[src/rtl/retire_stage_if.sv]
// ROB-to-retire bus: oldest-first ROB entries, CDB completion lanes, squash info,
// and the retirement results (free list, architectural map, counters).
interface retire_stage_if #(
   parameter int N      = 3,
   parameter int ROB_SZ = 8,
   parameter int CDB_W  = N,
   parameter int PREG_W = 6,
   parameter int REG_W  = 5
);
   localparam int NSB = $clog2(N + 1);
   localparam int RSB = $clog2(ROB_SZ);

   // Handshake: the ROB offers rob_outputs_valid entries every cycle; this block answers
   // num_retiring combinationally and both sides commit that count at the same clock edge.
   // There is no backpressure in either direction.
   logic [N-1:0][PREG_W-1:0]    rob_outputs_t;
   logic [N-1:0][PREG_W-1:0]    rob_outputs_t_old;
   logic [N-1:0][REG_W-1:0]     rob_outputs_dest_reg_idx;
   logic [N-1:0]                rob_outputs_has_dest;
   logic [N-1:0]                rob_outputs_halt;
   logic [NSB-1:0]              rob_outputs_valid;
   logic [RSB-1:0]              rob_tail;
   logic                        tail_restore_valid;
   logic [RSB-1:0]              tail_restore;
   logic [CDB_W-1:0]            cdb_valid;
   logic [CDB_W-1:0][RSB-1:0]   cdb_rob_idx;

   logic [NSB-1:0]              num_retiring;
   logic [N-1:0]                free_valid;
   logic [N-1:0][PREG_W-1:0]    free_preg;
   logic [N-1:0]                arch_map_valid;
   logic [N-1:0][REG_W-1:0]     arch_map_reg;
   logic [N-1:0][PREG_W-1:0]    arch_map_preg;
   logic                        halted;
   logic [31:0]                 retired_count;

   modport master (
      output rob_outputs_t, rob_outputs_t_old, rob_outputs_dest_reg_idx,
             rob_outputs_has_dest, rob_outputs_halt, rob_outputs_valid,
             rob_tail, tail_restore_valid, tail_restore, cdb_valid, cdb_rob_idx,
      input  num_retiring, free_valid, free_preg, arch_map_valid, arch_map_reg,
             arch_map_preg, halted, retired_count
   );

   modport slave (
      input  rob_outputs_t, rob_outputs_t_old, rob_outputs_dest_reg_idx,
             rob_outputs_has_dest, rob_outputs_halt, rob_outputs_valid,
             rob_tail, tail_restore_valid, tail_restore, cdb_valid, cdb_rob_idx,
      output num_retiring, free_valid, free_preg, arch_map_valid, arch_map_reg,
             arch_map_preg, halted, retired_count
   );
endinterface

[src/rtl/retire_stage.sv]
// In-order retire stage: tracks completion per ROB slot and retires the complete prefix.
// Optional macro RETIRE_CDB_BYPASS_EN lets same-cycle CDB completions count toward retirement.
module retire_stage #(
   parameter int N      = 3,
   parameter int ROB_SZ = 8,
   parameter int CDB_W  = N,
   parameter int PREG_W = 6,
   parameter int REG_W  = 5
) (
   input logic           clock,
   input logic           reset,
   retire_stage_if.slave bus
);
   localparam int NSB = $clog2(N + 1);
   localparam int RSB = $clog2(ROB_SZ);

   typedef enum logic {RUN, HALTED} state_e;

   state_e            state_q, state_d;
   logic [RSB-1:0]    head_q, head_d;
   logic [ROB_SZ-1:0] complete_q, complete_d;
   logic [31:0]       count_q, count_d;

   logic [ROB_SZ-1:0] cdb_set, squash_clr, avail, retire_clr;
   logic [NSB-1:0]    nr;
   logic              halt_ret;
   logic              blocked;
   logic [RSB-1:0]    slot;
   logic [N-1:0]              free_valid;
   logic [N-1:0][PREG_W-1:0]  free_preg;
   logic [N-1:0]              map_valid;
   logic [N-1:0][REG_W-1:0]   map_reg;
   logic [N-1:0][PREG_W-1:0]  map_preg;

   function automatic logic [RSB-1:0] wrap_add(input logic [RSB-1:0] a, input int b);
      int s;
      s = int'(a) + b;
      if (s >= ROB_SZ) s = s - ROB_SZ;
      return RSB'(s);
   endfunction

   function automatic int sub_mod(input logic [RSB-1:0] a, input logic [RSB-1:0] b);
      int d;
      d = int'(a) - int'(b);
      if (d < 0) d = d + ROB_SZ;
      return d;
   endfunction

   // Completion sets from the CDB and the squash window [tail_restore, rob_tail).
   always_comb begin
      cdb_set    = '0;
      squash_clr = '0;
      for (int l = 0; l < CDB_W; l++) begin
         if (bus.cdb_valid[l]) cdb_set[bus.cdb_rob_idx[l]] = 1'b1;
      end
      if (bus.tail_restore_valid) begin
         for (int s = 0; s < ROB_SZ; s++) begin
            if (sub_mod(RSB'(s), bus.tail_restore) < sub_mod(bus.rob_tail, bus.tail_restore))
               squash_clr[s] = 1'b1;
         end
      end
`ifdef RETIRE_CDB_BYPASS_EN
      avail = complete_q | (cdb_set & ~squash_clr);
`else
      avail = complete_q;
`endif
   end

   // Retire the contiguous complete prefix; a halt entry retires but blocks younger lanes.
   always_comb begin
      nr         = '0;
      halt_ret   = 1'b0;
      retire_clr = '0;
      blocked    = reset || (state_q == HALTED);
      slot       = '0;
      free_valid = '0;
      free_preg  = '0;
      map_valid  = '0;
      map_reg    = '0;
      map_preg   = '0;
      for (int i = 0; i < N; i++) begin
         slot = wrap_add(head_q, i);
         if (!blocked && (i < int'(bus.rob_outputs_valid)) && avail[slot]) begin
            nr               = NSB'(i + 1);
            retire_clr[slot] = 1'b1;
            free_valid[i]    = bus.rob_outputs_has_dest[i];
            free_preg[i]     = bus.rob_outputs_t_old[i];
            map_valid[i]     = bus.rob_outputs_has_dest[i];
            map_reg[i]       = bus.rob_outputs_dest_reg_idx[i];
            map_preg[i]      = bus.rob_outputs_t[i];
            if (bus.rob_outputs_halt[i]) begin
               halt_ret = 1'b1;
               blocked  = 1'b1;
            end
         end else begin
            blocked = 1'b1;
         end
      end
   end

   always_comb begin
      complete_d = ((complete_q & ~retire_clr) | cdb_set) & ~squash_clr;
      head_d     = wrap_add(head_q, int'(nr));
      count_d    = count_q + 32'(nr);
      state_d    = state_q;
      if (state_q == RUN && halt_ret) state_d = HALTED;
   end

   always_ff @(posedge clock) begin
      if (reset) begin
         state_q    <= RUN;
         head_q     <= '0;
         complete_q <= '0;
         count_q    <= '0;
      end else begin
         state_q    <= state_d;
         head_q     <= head_d;
         complete_q <= complete_d;
         count_q    <= count_d;
      end
   end

   assign bus.num_retiring   = nr;
   assign bus.free_valid     = free_valid;
   assign bus.free_preg      = free_preg;
   assign bus.arch_map_valid = map_valid;
   assign bus.arch_map_reg   = map_reg;
   assign bus.arch_map_preg  = map_preg;
   assign bus.halted         = (state_q == HALTED);
   assign bus.retired_count  = count_q;
endmodule

[src/flat_wrapper.sv]
// flat-port wrapper written by rule: the top's interface ports become plain ports
module retire_stage_flat 
#(
   parameter int N      = 3,
   parameter int ROB_SZ = 8,
   parameter int CDB_W  = N,
   parameter int PREG_W = 6,
   parameter int REG_W  = 5
)
  (clock, reset, bus_rob_outputs_t, bus_rob_outputs_t_old, bus_rob_outputs_dest_reg_idx, bus_rob_outputs_has_dest, bus_rob_outputs_halt, bus_rob_outputs_valid, bus_rob_tail, bus_tail_restore_valid, bus_tail_restore, bus_cdb_valid, bus_cdb_rob_idx, bus_num_retiring, bus_free_valid, bus_free_preg, bus_arch_map_valid, bus_arch_map_reg, bus_arch_map_preg, bus_halted, bus_retired_count);
  retire_stage_if #(.N(N), .ROB_SZ(ROB_SZ), .CDB_W(CDB_W), .PREG_W(PREG_W), .REG_W(REG_W)) bus_i ();
  input logic clock;
  input logic reset;
  input wire logic [$bits(bus_i.rob_outputs_t)-1:0] bus_rob_outputs_t;
  input wire logic [$bits(bus_i.rob_outputs_t_old)-1:0] bus_rob_outputs_t_old;
  input wire logic [$bits(bus_i.rob_outputs_dest_reg_idx)-1:0] bus_rob_outputs_dest_reg_idx;
  input wire logic [$bits(bus_i.rob_outputs_has_dest)-1:0] bus_rob_outputs_has_dest;
  input wire logic [$bits(bus_i.rob_outputs_halt)-1:0] bus_rob_outputs_halt;
  input wire logic [$bits(bus_i.rob_outputs_valid)-1:0] bus_rob_outputs_valid;
  input wire logic [$bits(bus_i.rob_tail)-1:0] bus_rob_tail;
  input wire logic [$bits(bus_i.tail_restore_valid)-1:0] bus_tail_restore_valid;
  input wire logic [$bits(bus_i.tail_restore)-1:0] bus_tail_restore;
  input wire logic [$bits(bus_i.cdb_valid)-1:0] bus_cdb_valid;
  input wire logic [$bits(bus_i.cdb_rob_idx)-1:0] bus_cdb_rob_idx;
  output wire logic [$bits(bus_i.num_retiring)-1:0] bus_num_retiring;
  output wire logic [$bits(bus_i.free_valid)-1:0] bus_free_valid;
  output wire logic [$bits(bus_i.free_preg)-1:0] bus_free_preg;
  output wire logic [$bits(bus_i.arch_map_valid)-1:0] bus_arch_map_valid;
  output wire logic [$bits(bus_i.arch_map_reg)-1:0] bus_arch_map_reg;
  output wire logic [$bits(bus_i.arch_map_preg)-1:0] bus_arch_map_preg;
  output wire logic [$bits(bus_i.halted)-1:0] bus_halted;
  output wire logic [$bits(bus_i.retired_count)-1:0] bus_retired_count;
  assign bus_i.rob_outputs_t = bus_rob_outputs_t;
  assign bus_i.rob_outputs_t_old = bus_rob_outputs_t_old;
  assign bus_i.rob_outputs_dest_reg_idx = bus_rob_outputs_dest_reg_idx;
  assign bus_i.rob_outputs_has_dest = bus_rob_outputs_has_dest;
  assign bus_i.rob_outputs_halt = bus_rob_outputs_halt;
  assign bus_i.rob_outputs_valid = bus_rob_outputs_valid;
  assign bus_i.rob_tail = bus_rob_tail;
  assign bus_i.tail_restore_valid = bus_tail_restore_valid;
  assign bus_i.tail_restore = bus_tail_restore;
  assign bus_i.cdb_valid = bus_cdb_valid;
  assign bus_i.cdb_rob_idx = bus_cdb_rob_idx;
  assign bus_num_retiring = bus_i.num_retiring;
  assign bus_free_valid = bus_i.free_valid;
  assign bus_free_preg = bus_i.free_preg;
  assign bus_arch_map_valid = bus_i.arch_map_valid;
  assign bus_arch_map_reg = bus_i.arch_map_reg;
  assign bus_arch_map_preg = bus_i.arch_map_preg;
  assign bus_halted = bus_i.halted;
  assign bus_retired_count = bus_i.retired_count;
  retire_stage #(.N(N), .ROB_SZ(ROB_SZ), .CDB_W(CDB_W), .PREG_W(PREG_W), .REG_W(REG_W)) u_core (.clock(clock), .reset(reset), .bus(bus_i));
endmodule
[config.mk]
export PLATFORM = sky130hd
export DESIGN_NAME = retire_stage_flat
export DESIGN_NICKNAME = d
export VERILOG_FILES = /design/src/rtl/retire_stage_if.sv /design/src/rtl/retire_stage.sv /design/src/flat_wrapper.sv
export SDC_FILE = /design/constraint.sdc
export NUM_CORES = 1
export LEC_CHECK = 0
export CORE_ASPECT_RATIO = 0.8
export CORE_MARGIN = 2
export CORE_UTILIZATION = 38
export CTS_CLUSTER_SIZE = 40
export DETAILED_ROUTE_END_ITERATION = 8
export MAX_ROUTING_LAYER = met4
export PLACE_DENSITY = 0.78
export SKIP_LAST_GASP = 1
export SLEW_MARGIN = 5
export SYNTH_ARGS = -nofsm -noshare
export SYNTH_HDL_FRONTEND = slang
export SYNTH_SLANG_ARGS = --single-unit
[constraint.sdc]
create_clock -name clock -period 3.79 [get_ports clock]
set_input_delay 0.379 -clock clock [delete_from_list [all_inputs] [get_ports clock]]
set_output_delay 0.379 -clock clock [all_outputs]
set_load 0.02 [all_outputs]
# --- After elaboration in Yosys (flattened, before gate mapping) ---
# Index checks and enable logic that the tools add are counted.
word_totals:
  regBits: 44
  input_bits: 80
  output_inout_bits: 92
  word_cells: 173
classes:
  n_addsub: 26
  order_cmp: 36
  mux: 80
  bitwise_logic: 10
  reduce_logical: 17
op_table:
  columns: ["cell", "n"]
  rows:
  - ["2-to-1 mux 32 bit", 18]
  - ["adder 32 x 5 -> 32 bit (second input constant)", 9]
  - ["< comparator 32 x 1 -> 1 bit (second input constant)", 9]
  - ["< comparator 32 bit", 8]
  - ["2-to-1 mux 8 bit", 7]
  - ["OR 8 bit", 5]
  - ["2-to-1 mux 6 bit", 6]
  - ["adder 32 x 2 -> 32 bit", 1]
  - ["2-to-1 mux 1 bit", 31]
  - ["< comparator 3 x 4 -> 1 bit (second input constant)", 6]
  - ["demux 1 bit (select 3 bit)", 6]
  - ["greater-or-equal comparator 3 x 1 -> 1 bit (second input constant)", 6]
  - ["AND 8 bit", 2]
  - ["inverter 8 bit", 2]
  - ["subtractor 3 x 3 -> 4 bit (first input constant)", 4]
  - ["2-to-1 mux 5 bit", 3]
  - ["logical AND 1 bit", 13]
  - ["greater-or-equal comparator 4 bit (second input constant)", 3]
  - ["2-to-1 mux 3 bit", 4]
  - ["subtractor 3 x 1 -> 3 bit (second input constant)", 4]
  - ["binary-select mux 1 bit (select 3 bit)", 3]
  - ["subtractor 1 x 3 -> 4 bit (first input constant)", 2]
  - ["subtractor 2 x 3 -> 4 bit (first input constant)", 2]
  - ["adder 3 x 1 -> 4 bit (second input constant)", 1]
  - ["other kinds (10)", 14]

# --- Depth between registers and ports, before layout ---
# Gate-level depths: netlist of the first run.
logic_depth:
  word_depth: 18
  ltp_mapped: 14
  depth_no_buf: 13

# --- Worst setup path after synthesis of the first run ---
# No wires, ideal clock.
synth_path:
  kind: "flip-flop to flip-flop"
  start: "register u_core.head_q[1]"
  end: "register u_core.count_q[14], in the netlist u_core.bus.retired_count[14]"
  setup_time_ps: 128
  arrival_time_ps: 3787
  t_required_ps: 3662
  path_slack_ps: -124
  path_stages_with_launch: 15
  n_path_buf: 1
  synth_period_minus_slack_ps: 3914
  cell_sequence: "dfxtp_1 buf_6 inv_1 ha_1 nand2_1 a2bb2oi_1 o211ai_4 a41oi_1 ha_1 inv_1 fa_1 nor4b_1 nand4_1 xor2_1 nor2_1"
synth_via:
  elab_chain_len: 15
  elab_cells_between_ends: 31
  classes_between: "6 x add/sub; 3 x order compare; 15 x mux; 7 x reduce/logical"
synth_rtl:
  columns: ["element", "line_no", "text"]
  rows:
  - ["start: declaration", "retire_stage.sv:20", "logic [RSB-1:0] head_q, head_d;"]
  - ["start signal: assignment", "retire_stage.sv:112", "head_q <= '0;"]
  - ["start signal: assignment", "retire_stage.sv:117", "head_q <= head_d;"]
  - ["branches (longest 13 deep; another with adder 3 x 1 -> 4 bit)", null, null]
  - ["2-to-1 mux 2 bit (*)", "retire_stage.sv:83", "if (!blocked && (i < int'(bus.rob_outputs_valid)) && avail[slot]) begin"]
  - ["named net bus_num_retiring[0]", "flat_wrapper.sv:25", "output wire logic [$bits(bus_i.num_retiring)-1:0] bus_num_retiring;"]
  - ["adder 32 x 2 -> 32 bit (*)", "retire_stage.sv:104", "count_d = count_q + 32'(nr);"]
  - ["end signal: assignment", "retire_stage.sv:119", "count_q <= count_d;"]
  - ["end: declaration", "retire_stage.sv:22", "logic [31:0] count_q, count_d;"]
# Mark *: on every way through the listed nets, which the timed path passes. The select of a mux whose other input is x is not followed.
# A chain may end at the register's enable or synchronous reset.

# --- Worst setup path in the final report of the first run ---
layout_path:
  start: "register u_core.head_q[1]"
  end: "register u_core.count_q[30], in the netlist u_core.bus.retired_count[30]"
layout_via:
  elab_chain_len: 15
  elab_cells_between_ends: 31
  classes_between: "6 x add/sub; 3 x order compare; 15 x mux; 7 x reduce/logical"
layout_rtl:
  columns: ["element", "line_no"]
  rows:
  - ["branches (longest 13 deep; another with adder 3 x 1 -> 4 bit)", null]
  - ["2-to-1 mux 2 bit (*)", "retire_stage.sv:83"]
  - ["adder 32 x 2 -> 32 bit (*)", "retire_stage.sv:104"]
# Mark *: on every way between the ends. The select of a mux whose other input is x is not followed.

==> flow_metrics.tcl, run 1 <==
set metrics [dict create \
    synthCells 442 \
    avgSynthCellArea_um2 8.20 \
    final_area_mm2 0.00569 \
    report.final.slew_viol_count 0 \
    dp_hpwl_mm 9.79 \
    endpoint "u_core.bus.retired_count[30]$_SDFF_PP0_" \
    antenna_found_initial 1 \
    avgViaCountPerCell 5.32 \
    drtAntennaViolNets 0 \
    start_util_pct 39.6 \
    finalClockSkew_ns 0.00483 \
    setup.worst_path.start "u_core.head_q[1]$_SDFF_PP0_" \
    synth.area.mux_share_pct 3.25 \
    clock_latency_ns 0.29 \
    drt_iter0_markers 203 \
    layout_setup_ws_ns 0.190 \
    timing.rr.start "u_core.head_q[1]$_SDFF_PP0_" \
    finalHoldViolCount 0 \
    synth_ff_type "dfxtp_1" \
    setup_viol 0 \
    wire_per_inst_um 16.2 \
    synthTopCellsByArea "dfxtp_1 24%, and2_1 9.7%, ha_1 7.9%" \
    min_period_ns 3.60 \
    rr_worst_depth 13 \
    path_class "flop to flop" \
    yosys.cell_count.top_type "and2_1" \
    netlist_top_cells_count "56 x and2_1, 44 x dfxtp_1, 34 x nor2_1" \
    syn_area_mm2 0.00362 \
    area_growth_pct 57.0 \
    slew_headroom_pct 56.6 \
    io_pins 172 \
    r2r_slack_ns 0.19 \
    synth_edf_count 0 \
    yosys_warnings 0 \
    synthArstFlopShare_pct 0 \
    synth_top_area_share_pct 24.3 \
    crit_fanout 7 \
    r2r-end "u_core.bus.retired_count[30]$_SDFF_PP0_" \
    grt_pass1_vias 3687 \
    synth_top_family_by_area "simple AND/OR/NAND/NOR gates" \
    die_width_um 113 \
    cts_sinks 44 \
    grt_max_degree 38 \
    violations "DRC" \
    portBuffers 171 \
    cts_tree "yes" \
    cts_buffer_depth 2 \
    vias 3897 \
    max_cap_violations 0 \
    synth-xor-area-share_pct 7.50 \
    placed_area_mm2 0.00549 \
    fillCellCount 827 \
    core.rowCount 31 \
    worst_pin_slew_ns 0.649 \
    grt_pass1_wl_mm 18.3 \
    worst_ir_drop_vdd_mv 0.207 \
    leakage_uw 0.00212 \
    synthSimpleGateAreaFrac_pct 37.0 \
    die_area_mm2 0.0103 \
    gp_congestion 0.922 \
    grt.total_usage_pct 22.4 \
    multi_input_area_mm2 0.00257 \
    synth_nets 548 \
    htree_levels 2 \
    routed_wl_mm 11.8 \
    yosys.area_share.adder_pct 9.60 \
    postCtsHoldBufs 0 \
    critPathCaptureType "flop" \
    ctsRootBufferMaster "clkbuf_16" \
    grtUsageMet2_pct 40.2 \
    core_mm2 0.00915 \
    cts_buffers 5 \
    pre_cts_ws_ns 0.113 \
    synth_cell_types 65 \
    synth_compound_area_share_pct 13.1 \
    synth-seq-cells 44 \
    grt.busiest_layer "met2" \
    met3_usage_pct 3.67 \
    crit_path_start_kind "flop" \
    nNetsFinal 721 \
    drt-pass1-iter-count 7 \
    seq_area_um2 881 \
    grt_setup_unrepaired "true" \
    final_cells 732 \
    grt.overflow.total 0 \
    clk_pin_slew_ns 0.06 \
    synth_top_area_cell "dfxtp_1" \
    max_clock_freq_mhz 278 \
    period_share_pct 95.0 \
    cp.arrival_ns 3.83 \
    layout-drive-gt1-share_pct 7.14 \
    remaining_drc_errors 16 \
    status "finished with violations" \
    use_met1_pct 26.0 \
    hold_slack_ns 0.512 \
    powerDensity_mw_per_mm2 228 \
    worstPathRequired_ns 4.02 \
    min_path_type "flop to flop" \
    ys_seq_area_share_pct 24.3 \
    post-place-cells 722 \
    die_h_um 91.3 \
]
-- metrics by stage --
stage / utilization (%) / total power, µW / setup TNS [ns]
2_1_floorplan: - / 644 / 0
3_3_place_gp: 60.0 / 787 / 0
3_5_place_dp: 60.0 / 799 / 0
4_1_cts: 61.8 / 1300 / 0
5_1_grt: 62.1 / 1350 / -0.0676
6_report: 62.1 / 1300 / 0
-- registers in the layout (all words and copies together) (netlist names) --
| signal | cells |
|---|---|
| u_core.avail | 8 |
| u_core.bus.halted | 1 |
| u_core.bus.retired_count | 32 |
| u_core.head_q | 3 |
-- worst max-delay path, cell delays in order (launching register included) --
cell,delay [ns]
dfxtp_1,0.43
inv_1,0.10
ha_1,0.35
nand2_1,0.08
a2bb2oi_1,0.32
o211ai_4,0.14
a41oi_2,0.29
ha_1,0.24
inv_1,0.06
fa_1,0.50
nor3b_2,0.31
nand3_1,0.20
or4_1,0.44
nand2_1,0.08
-- cell families (layout without fill, tap and decap cells) --
family,Yosys count,in the layout
compound gates,65,65
xor+xnor,31,31
fa+ha+maj,26,26
buf+inv,41,215
flops,44,44
mux,9,9
other cells,0,1
simple gates,226,226
-- cell type report --
type	count	area share (%)
flip-flops and latches	44	15.5
diodes	1	0.0440
multi-input cells	357	45.1
clock inverters	3	0.814
repair buffers	188	32.6
clock buffers	5	2.20
well taps	115	2.53
inverters	19	1.25
-- worst min-delay path by stage --
stage                                            startpoint                                 endpoint  slack [ns]  cells past startpoint
floorplan                        u_core.avail[5]$_SDFF_PP0_               u_core.avail[5]$_SDFF_PP0_        0.48                      2
global route        u_core.bus.retired_count[31]$_SDFF_PP0_  u_core.bus.retired_count[31]$_SDFF_PP0_        0.54                      2
global placement    u_core.bus.retired_count[31]$_SDFF_PP0_  u_core.bus.retired_count[31]$_SDFF_PP0_        0.48                      2
CTS                 u_core.bus.retired_count[31]$_SDFF_PP0_  u_core.bus.retired_count[31]$_SDFF_PP0_        0.50                      2
finish              u_core.bus.retired_count[31]$_SDFF_PP0_  u_core.bus.retired_count[31]$_SDFF_PP0_        0.51                      2
detailed placement  u_core.bus.retired_count[31]$_SDFF_PP0_  u_core.bus.retired_count[31]$_SDFF_PP0_        0.50                      2
-- per-layer routing --
metal  share of wire (%)  vias to the layer above  routed length (µm)
met2                  51                      155                6020
li1                    -                     1899                   -
met4                 1.8                        0                 216
met1                  40                     1829                4750
met3                 7.1                       14                 840
met5                   0                        -                   0
-- cell usage in the layout, fill, tap and decap left out, types with 4 or more instances in the layout --
| cell | instances |
|---|---|
| nor3b_1 | 7 |
| and3_1 | 4 |
| nand4_1 | 13 |
| xor2_1 | 24 |
| clkbuf_16 | 5 |
| inv_1 | 19 |
| a21oi_1 | 10 |
| mux2i_1 | 5 |
| buf_4 | 16 |
| dfxtp_1 | 44 |
| ha_1 | 23 |
| nor3_1 | 8 |
| and2_1 | 56 |
| o21ai_0 | 18 |
| nor2b_1 | 15 |
| o211ai_1 | 5 |
| clkdlybuf4s50_1 | 171 |
| nand2_1 | 30 |
| nand3_1 | 14 |
| o2111ai_1 | 4 |
| nor2_1 | 34 |
| xnor2_1 | 7 |
| nand2b_1 | 13 |
| nand4b_1 | 6 |
| nor4_1 | 4 |
-- report_power, final --
part	switching (µW)	internal, µW	leakage (µW)	total (µW)
Clock	194	314	0.0000804	508
Sequential	11.6	472	0.000355	483
Combinational	143	164	0.00169	306
Total	349	949	0.00212	1300
-- repair_timing --
item,4_1_cts,5_1_grt
gates resized for setup,0,1
setup endpoints to repair,0,23
buffers inserted,0,1
(Power assumes the default switching activity.)
==> run 2: changes to the inputs <==
- ABC_CLOCK_PERIOD_IN_PS: unset -> 3790
==> results of run 2 <==
No change in the layout: final DEF, timing and power equal those of run 1.
